`config.mk`:
```
export PLATFORM = sky130hd
export DESIGN_NAME = aibnd_dcc_updncnt_param
export DESIGN_NICKNAME = d
export VERILOG_FILES = /design/src/rtl/aibnd_dcc_updncnt_param.sv
export SDC_FILE = /design/constraint.sdc
export NUM_CORES = 1
export LEC_CHECK = 0
export CAP_MARGIN = 20
export CORE_MARGIN = 2
export CORE_UTILIZATION = 43
export DETAILED_ROUTE_END_ITERATION = 8
export GPL_TIMING_DRIVEN = 0
export PLACE_DENSITY = 0.75
export SETUP_SLACK_MARGIN = 0.2
export SLEW_MARGIN = 25
export SYNTH_ARGS = -nofsm -noshare
export SYNTH_HDL_FRONTEND = slang
export SYNTH_SLANG_ARGS = --single-unit
```
`constraint.sdc`:
```
create_clock -name clk -period 1.5 [get_ports clk]
set_clock_uncertainty 0.05 [all_clocks]
set_input_delay 0.3 -clock clk [delete_from_list [all_inputs] [get_ports clk]]
set_output_delay 0.3 -clock clk [all_outputs]
set_load 0.01 [all_outputs]
```
`src/rtl/aibnd_dcc_updncnt_param.sv`:
```
// Saturating up/down trim-code counter for the DCC loop with parallel load,
// scan shift on the functional clock and dither-based lock detection.
module aibnd_dcc_updncnt_param #(
  parameter int WIDTH    = 5,
  parameter int STEP     = 1,
  parameter int RST_VAL  = 0,
  parameter int LOCK_REV = 4
) (
  input  logic             clk,
  input  logic             nrst,
  input  logic             scan_mode_n,
  input  logic             scan_in,
  output logic             scan_out,
  input  logic             en,
  input  logic             dir,
  input  logic             hold_state,
  input  logic             load,
  input  logic [WIDTH-1:0] load_val,
  output logic [WIDTH-1:0] q,
  output logic             full,
  output logic             empty,
  output logic             lock
);

  localparam logic [WIDTH-1:0] STEP_W   = WIDTH'(STEP);
  localparam logic [WIDTH-1:0] MAX_CODE = {WIDTH{1'b1}};
  localparam logic [WIDTH-1:0] RST_CODE = WIDTH'(RST_VAL);
  localparam logic [3:0]       LOCK_LIM = 4'(LOCK_REV);

  logic [WIDTH-1:0] q_r;
  logic [3:0]       rev_cnt_r;
  logic             lock_r;
  logic             last_dir_r;

  logic [WIDTH-1:0] q_nxt_s;
  logic [3:0]       rev_cnt_nxt_s;
  logic             lock_nxt_s;
  logic             last_dir_nxt_s;
  logic [WIDTH:0]   sum_s;
  logic [WIDTH-1:0] up_s;
  logic [WIDTH-1:0] dn_s;
  logic [4:0]       rev_inc_s;
  logic             rev_hit_s;

  // Saturated step candidates, computed one bit wider so the code never wraps
  always_comb begin
    sum_s     = {1'b0, q_r} + {1'b0, STEP_W};
    rev_inc_s = {1'b0, rev_cnt_r} + 5'd1;
    rev_hit_s = (rev_inc_s >= {1'b0, LOCK_LIM});
    if (sum_s > {1'b0, MAX_CODE}) begin
      up_s = MAX_CODE;
    end else begin
      up_s = sum_s[WIDTH-1:0];
    end
    if (q_r < STEP_W) begin
      dn_s = {WIDTH{1'b0}};
    end else begin
      dn_s = q_r - STEP_W;
    end
  end

  // Next-state selection: scan > load > hold > count, otherwise keep
  always_comb begin
    q_nxt_s        = q_r;
    rev_cnt_nxt_s  = rev_cnt_r;
    lock_nxt_s     = lock_r;
    last_dir_nxt_s = last_dir_r;
    if (!scan_mode_n) begin
      q_nxt_s = {q_r[WIDTH-2:0], scan_in};
    end else if (load) begin
      q_nxt_s       = load_val;
      rev_cnt_nxt_s = 4'd0;
      lock_nxt_s    = 1'b0;
    end else if (hold_state) begin
      q_nxt_s = q_r;
    end else if (en) begin
      q_nxt_s        = dir ? up_s : dn_s;
      last_dir_nxt_s = dir;
      // A saturated step still counts as a reversal for lock purposes
      if (dir != last_dir_r) begin
        if (rev_hit_s) begin
          rev_cnt_nxt_s = LOCK_LIM;
          lock_nxt_s    = 1'b1;
        end else begin
          rev_cnt_nxt_s = rev_inc_s[3:0];
          lock_nxt_s    = lock_r;
        end
      end else begin
        rev_cnt_nxt_s = 4'd0;
        lock_nxt_s    = 1'b0;
      end
    end else begin
      q_nxt_s = q_r;
    end
  end

  // State registers with synchronous active-low reset
  always_ff @(posedge clk) begin
    if (!nrst) begin
      q_r        <= RST_CODE;
      rev_cnt_r  <= 4'd0;
      lock_r     <= 1'b0;
      last_dir_r <= 1'b1;
    end else begin
      q_r        <= q_nxt_s;
      rev_cnt_r  <= rev_cnt_nxt_s;
      lock_r     <= lock_nxt_s;
      last_dir_r <= last_dir_nxt_s;
    end
  end

  assign q        = q_r;
  assign lock     = lock_r;
  assign scan_out = q_r[WIDTH-1];
  assign full     = (q_r == MAX_CODE);
  assign empty    = (q_r == {WIDTH{1'b0}});

endmodule
```
-- After elaboration in Yosys (flattened, before gate mapping)
Index checks and enable logic that the tools add are counted.
- muxes and demuxes: 17
- $lt $le $gt $ge: 3
- bitwise gates (word level): 2
- eq/ne operators: 6
- $add $sub $neg: 3
- reduce and logical (&&, ||, !) cells: 6
- operators by type and width (cell ; number):
    two-way mux 5 bit ; 7
    two-way mux 4 bit ; 5
    AND reduction 4 bit ; 2
    adder 5 x 1 -> 6 bit, second input constant ; 1
    greater-than comparator 6 x 5 -> 1 bit, second input constant ; 1
    adder 4 x 1 -> 5 bit, second input constant ; 1
    == test 5 bit, second input constant ; 1
    greater-or-equal comparator 5 x 3 -> 1 bit, second input constant ; 1
    zero test 5 bit ; 1
    < comparator 5 x 1 -> 1 bit, second input constant ; 1
    two-way mux 1 bit ; 5
    subtractor 5 x 1 -> 5 bit, second input constant ; 1
    != test 3 x 1 -> 1 bit, second input constant ; 1
    != test 3 x 2 -> 1 bit, second input constant ; 1
    != test 3 bit, second input constant ; 1
    AND reduction 3 bit ; 1
    != test 2 x 1 -> 1 bit, second input constant ; 1
    inverter 1 bit ; 2
    AND reduction 2 bit ; 1
    nonzero test 2 bit ; 1
    != test 1 bit ; 1
- register bits: 11
- logic and storage cells: 41

-- Logic depth before layout (Yosys ltp)
Gate-level depths: netlist of run 1.
- depth in word-level cells: 8
- gate-level depth with buffers: 6
- mapped depth without buffers: 6

-- Worst setup path after synthesis of run 1
Ideal clock, no wire load.
- path type: register to register
- start point: register q_r[2] (netlist: q[2])
- end point: register q_r[4] (netlist: q[4])
- slack: -0.094 ns
- clock period less this slack: 1.594 ns
- arrival: 1.416 ns
- stages on the path, launching flop included: 6
- required time: 1.322 ns
- cell sequence: dfxtp_1 clkbuf_1 and3_1 ha_1 a221oi_1 a21oi_1
- longest elaborated chain between the ends: 8
- RTL lines (what ; line ; source):
    start, declared ; 30 ; logic [WIDTH-1:0] q_r;
    start signal, assigned ; 105 ; q_r <= q_nxt_s;
    adder 5 x 1 -> 6 bit ; 47 ; sum_s = {1'b0, q_r} + {1'b0, STEP_W};
    greater-than comparator 6 x 5 -> 1 bit ; 50 ; if (sum_s > {1'b0, MAX_CODE}) begin
    two-way mux 5 bit ; 50 ;
    two-way mux 5 bit (*) ; 77 ; q_nxt_s = dir ? up_s : dn_s;
    two-way mux 5 bit (*) ; 76 ; end else if (en) begin
    two-way mux 5 bit (*) ; 74 ; end else if (hold_state) begin
    two-way mux 5 bit (*) ; 70 ; end else if (load) begin
    two-way mux 5 bit (*) ; 68 ; if (!scan_mode_n) begin
Every way passes the cells marked *; elsewhere a longest branch is shown, timed or not. The select of a mux whose other input is x is not followed.
A chain may end at the register's enable or synchronous reset.

-- Worst setup path in the final report of run 1
- start point: register q_r[4] (netlist: q[4])
- end point: output empty
- longest elaborated chain between the ends: 1
- RTL lines (what ; line ; source):
    zero test 5 bit ; 116 ; assign empty = (q_r == {WIDTH{1'b0}});
    end, declared ; 21 ; output logic empty,
Every way passes these cells.

==> results of run 1 <==
## metrics by stage
stage	cells	hold WS [ns]
5_1_grt	181	0.448
4_1_cts	177	0.407
3_5_place_dp	161	0.395
6_report	181	0.403
2_1_floorplan	113	0.375
3_3_place_gp	161	0.392
## power by group through the flow
| stage | Clock (mW) | Combinational (mW) | Sequential, mW |
|---|---|---|---|
| after floorplan | 0 | 0.156 | 0.336 |
| after global placement | 0 | 0.258 | 0.333 |
| after detailed placement | 0 | 0.260 | 0.334 |
| after CTS | 0.215 | 0.348 | 0.319 |
| after global routing | 0.224 | 0.431 | 0.322 |
| final | 0.216 | 0.404 | 0.321 |
## layout by cell type, fill, tap and decap left out, types with 2 or more instances in the layout
cell	count
buf_4	13
nand2_1	11
buf_6	10
dlygate4sd2_1	9
nand3_1	8
clkdlybuf4s50_1	7
inv_1	5
nor2_1	5
a21oi_1	5
o21ai_2	5
ha_4	5
clkbuf_4	4
dfxtp_1	4
dfxtp_2	4
nand4_1	3
nand2b_1	3
dfxtp_4	3
and3_4	2
nor2b_4	2
or4_4	2
and3_1	2
clkbuf_2	2
o21ai_0	2
o21a_1	2
a211o_1	2
a31oi_1	2
## sequential cells by signal, summed over array words and instances (netlist names)
| register | cells |
|---|---|
| rev_cnt_r | 4 |
| last_dir_r | 1 |
| lock | 1 |
| q | 5 |
## what timing repair did
action,in CTS,in global routing
resized for setup,71,13
endpoints found under the setup margin,19,14
pin swaps,18,12
setup buffers,12,4
## critical path, cell delays in order (launching register included)
cell	delay [ns]
dfxtp_2	0.34
buf_8	0.11
or3_4	0.38
nor2_2	0.08
buf_2	0.13
## layout make-up
type | instances | area (um^2) | area share [%]
timing repair buffer | 37 | 347 | 22.7
sequential | 11 | 236 | 15.5
clock buffer | 4 | 26.3 | 1.72
tap | 27 | 33.8 | 2.21
multi-input combinational | 87 | 772 | 50.6
buffer | 9 | 83.8 | 5.49
inverter | 6 | 27.5 | 1.80
## cell families after synthesis
group | Yosys count | share of synthesized area (%)
AND/OR/NAND/NOR | 49 | 31.7
buffers and inverters | 15 | 8.08
flip-flops | 11 | 25.4
XOR/XNOR | 1 | 1.01
adder cells (fa/ha/maj) | 5 | 7.22
AO/OA/AOI/OAI | 32 | 26.6
## layer usage
layer | global-route usage [%] | vias to the layer above | wire (um)
met5 | 0 | - | 0
li1 | - | 501 | -
met2 | 42.5 | 35 | 1450
met1 | 31.9 | 480 | 1220
met3 | 1.84 | 5 | 110
met4 | 7.62 | 0 | 36
## final timing paths
kind,cells past startpoint,start,slack (ns),to
setup / recovery,4,q[4],-0.17,empty
hold reg to reg,2,rev_cnt_r[2],0.40,rev_cnt_r[2]
hold / removal,2,rev_cnt_r[2],0.40,rev_cnt_r[2]
setup reg to reg,6,q[1],-0.16,q[1]
==> results.json, run 1 <==
{
  "io_pins": 22,
  "overflow": 0,
  "violations": "setup timing",
  "initial_core_util_pct": 45.1,
  "htreeDepth": 1,
  "max_freq_mhz": 600,
  "worstMarginPinSlew_ns": 0.366,
  "synth_area_leaders": "dfxtp_1 25%, ha_1 7.2%, nand2_1 4.8%, nand3_1 4.6%, a21oi_1 3.5%",
  "fin_area_um2": 1530,
  "p_int_mw": 0.621,
  "grt_pass1_wl_um": 4600,
  "clkSinkCount": 11,
  "status": "finished with violations",
  "p_sw_share_pct": 33.9,
  "worstSetupPathType": "register to output pin",
  "setup_viol": 6,
  "synth_edf_count": 0,
  "drc": 0,
  "synth_top_area_cell": "dfxtp_1",
  "drv_slew": 0,
  "cts_hold_buf": 0,
  "die-area_um2": 2390,
  "finalHoldViolCount": 0,
  "fin_crit_sh_pct": 111,
  "ys.flop_type": "dfxtp_1",
  "synth_common_cells": "11 x dfxtp_1, 11 x nand2_1, 8 x nand3_1",
  "rsz0062_at_grt": "true",
  "p_comb_share_pct": 42.9,
  "postSynthCellCount": 113,
  "io_buffers": 21,
  "num_vias": 1021,
  "synth_area_um2": 867,
  "pwr-share-seq_pct": 34.1,
  "die_height_um": 48.9,
  "finalNetCount": 173,
  "routed_wl_um": 2820,
  "slew_headroom_pct": 75.6,
  "peakVddDrop_v": 0.000473,
  "place_hpwl_um": 1600,
  "coreArea_um2": 1920,
  "ys_types": 43,
  "fin_util_pct": 79.4,
  "ys_seq_elements": 11,
  "async_reset_ff_share_pct": 0,
  "yosys_warnings": 0,
  "period_needed_ns": 1.67,
  "critPathLaunchType": "register",
  "setup_ws_ns": -0.166,
  "fp-row-count": 16,
  "max_cap_viol_count": 0,
  "cts.clk_slew.worst_paths_ns": 0.08,
  "routabilityCongestion": 0.822,
  "yosys.area.top_type_share_pct": 25.4,
  "power_mw": 0.940,
  "via_per_inst": 5.64,
  "min_path_type": "register to register",
  "avgSynthCellArea_um2": 7.67,
  "p_switching_mw": 0.319,
  "num_antenna_cells": 0,
  "ys_seq_area_share_pct": 25.4,
  "antenna_found_initial": 0,
  "grt_max_degree": 11,
  "cts_buffer_depth": 2,
  "fp.dieW_um": 48.9,
  "clock_latency_ns": 0.28,
  "grtUsageTotal_pct": 24.4,
  "worstPathRequired_ns": 1.15,
  "syn2layout_area_growth_pct": 76.0,
  "cp_max_fo": 2,
  "syn-num-nets": 131,
  "p_per_area_nw_per_um2": 616,
  "p_clk_share_pct": 23.0,
  "drive_gt1_share_pct": 46.1,
  "totalNegativeSetupSlack_ns": -0.574,
  "drt-initial-drc-count": 19,
  "cts_root_buffer": "clkbuf_4",
  "fill_cells": 128,
  "cts_tree": "built",
  "placed_cell_area_um2": 1170,
  "ant_nets": 0,
  "cts_buffers": 3,
  "wire_per_inst_um": 15.6,
  "endpoint_kind": "output pin",
  "pre_cts_slack_ns": -0.474,
  "drt-pass1-iter-count": 4,
  "leakage_nw": 0.620,
  "grt_pass1_vias": 964,
  "cp.arrival_ns": 1.32
}
(Power assumes the default switching activity.)
==> run 2, diff against run 1 <==
--- a/config.mk
+++ b/config.mk
@@ -6,7 +6,6 @@
 export NUM_CORES = 1
 export LEC_CHECK = 0
 export CAP_MARGIN = 20
-export CORE_MARGIN = 2
 export CORE_UTILIZATION = 43
 export DETAILED_ROUTE_END_ITERATION = 8
 export GPL_TIMING_DRIVEN = 0
==> results.json, run 2 (synthesis gave the netlist of run 1 again) <==
{
  "fp.dieW_um": 46.9,
  "drt-initial-drc-count": 88,
  "ant_nets": 0,
  "htreeDepth": 1,
  "finalNetCount": 183,
  "worstSetupPathType": "register to output pin",
  "grtUsageTotal_pct": 31.1,
  "hold_depth": 2,
  "num_vias": 1238,
  "placed_cell_area_um2": 1170,
  "drive_gt1_share_pct": 48.8,
  "fin_area_um2": 1600,
  "path_delay_family": "simple AND/OR/NAND/NOR gates",
  "wire_per_inst_um": 21.6,
  "p_per_area_nw_per_um2": 632,
  "drc": 0,
  "routabilityCongestion": 0.881,
  "largest_register_ffs": 5,
  "clock_latency_ns": 0.27,
  "timing.rr.start": "q[3]",
  "period_needed_ns": 1.72,
  "place_hpwl_um": 1680,
  "worstPathRequired_ns": 1.15,
  "critPathLaunchType": "register",
  "drt-pass1-iter-count": 4,
  "leakage_nw": 0.676,
  "setup_viol": 9,
  "cts_tree": "built",
  "routed_wl_um": 4090,
  "worst-path-stages": 4,
  "cts.clk_slew.worst_paths_ns": 0.09,
  "cts_buffers": 3,
  "worstMarginPinSlew_ns": 0.371,
  "die_height_um": 46.9,
  "cts_buffer_depth": 2,
  "drt-met1-wl_um": 1610,
  "slew_headroom_pct": 75.2,
  "violations": "setup timing",
  "setup_ws_ns": -0.222,
  "initial_core_util_pct": 48.1,
  "antenna_found_initial": 0,
  "syn2layout_area_growth_pct": 85.0,
  "crit_path_max_incr_delay_ns": 0.39,
  "grt_max_degree": 11,
  "overflow": 0,
  "num_antenna_cells": 0,
  "min-delay-start": "rev_cnt_r[2]",
  "reg2reg_depth": 6,
  "cp.arrival_ns": 1.37,
  "fin_crit_sh_pct": 115,
  "worstPathCellList": "buf_6 -> or3_4 -> nor2_2 -> buf_2",
  "via_per_inst": 6.55,
  "rsz0062_at_grt": "true",
  "io_buffers": 21,
  "cp_max_fo": 4,
  "fp-row-count": 15,
  "critical_path.startpoint": "q[3]",
  "max_freq_mhz": 581,
  "coreArea_um2": 1800,
  "maxUsedRoutingLayer": "met4",
  "dr_wl_met3_um": 405,
  "min_path_type": "register to register",
  "cts_hold_buf": 0,
  "pre_cts_slack_ns": -0.473,
  "endpoint_kind": "output pin",
  "final_cell_mix": "18 x buf_6, 15 x buf_4, 11 x nand2_1, 8 x nand3_1",
  "peakVddDrop_v": 0.000496,
  "max_cap_viol_count": 0,
  "drv_slew": 0,
  "status": "finished with violations",
  "dr_wl_met2_um": 1910,
  "finalHoldViolCount": 0,
  "rrSetupSlack_ns": -0.17,
  "slowest_stage": "or3_4",
  "fin_util_pct": 89.0,
  "worst-path-buf-inv": 2,
  "grt_pass1_vias": 1046,
  "io_pins": 22,
  "final_common_cell": "buf_6",
  "die-area_um2": 2200,
  "clkSinkCount": 11,
  "cts_root_buffer": "clkbuf_4",
  "grt_pass1_wl_um": 4750
}
## run 2: what timing repair did
item	in CTS	in global routing
endpoints found under the setup margin	19	14
buffers inserted	19	7
resized for setup	69	28
pin swaps	16	13
endpoints found under the hold margin	0	0
cloned	0	0
## run 2: final cells by class
| class | instances | area [um^2] |
|---|---|---|
| timing repair buffer | 47 | 440 |
| sequential | 11 | 241 |
| multi-input combinational | 87 | 743 |
| fill | 76 | 198 |
| inverter | 6 | 32.5 |
| buffer | 9 | 88.8 |
| clock buffer | 4 | 26.3 |
| tap | 25 | 31.3 |
## run 2: through the flow
step / cells / hold WS [ns] / power (mW) / TNS [ns]
after global routing: 189 / 0.426 / 1.05 / -1.36
after floorplan: 113 / 0.375 / 0.491 / 0
final: 189 / 0.404 / 1.01 / -0.977
after global placement: 159 / 0.390 / 0.593 / -4.13
after detailed placement: 159 / 0.392 / 0.595 / -4.49
after CTS: 182 / 0.402 / 0.898 / -0.591
## run 2: worst paths after layout
| check | to |
|---|---|
| max | empty |
| min | rev_cnt_r[2] |
| min reg2reg | rev_cnt_r[2] |
| max reg2reg | q[1] |
## run 2: worst register-to-register path: stages (launching register included)
cell and delay [ns]:
dfxtp_2 0.33, buf_6 0.12, buf_6 0.11, or4_4 0.54, o21ai_2 0.11, and3_1 0.20
o21ai_1 0.09
## run 2: layer usage
layer | vias up | GRT usage [%]
met4 | 0 | 13.7
met2 | 103 | 54.4
met3 | 30 | 5.38
li1 | 517 | -
met5 | - | 0
met1 | 588 | 37.1
## run 2: where the power goes
| group | leakage, nW | switching, mW | internal [mW] | total [mW] |
|---|---|---|---|---|
| Sequential | 0.0940 | 0.0191 | 0.303 | 0.322 |
| Clock | 0.0150 | 0.124 | 0.103 | 0.227 |
| Combinational | 0.567 | 0.226 | 0.239 | 0.465 |
| Total | 0.676 | 0.369 | 0.645 | 1.01 |
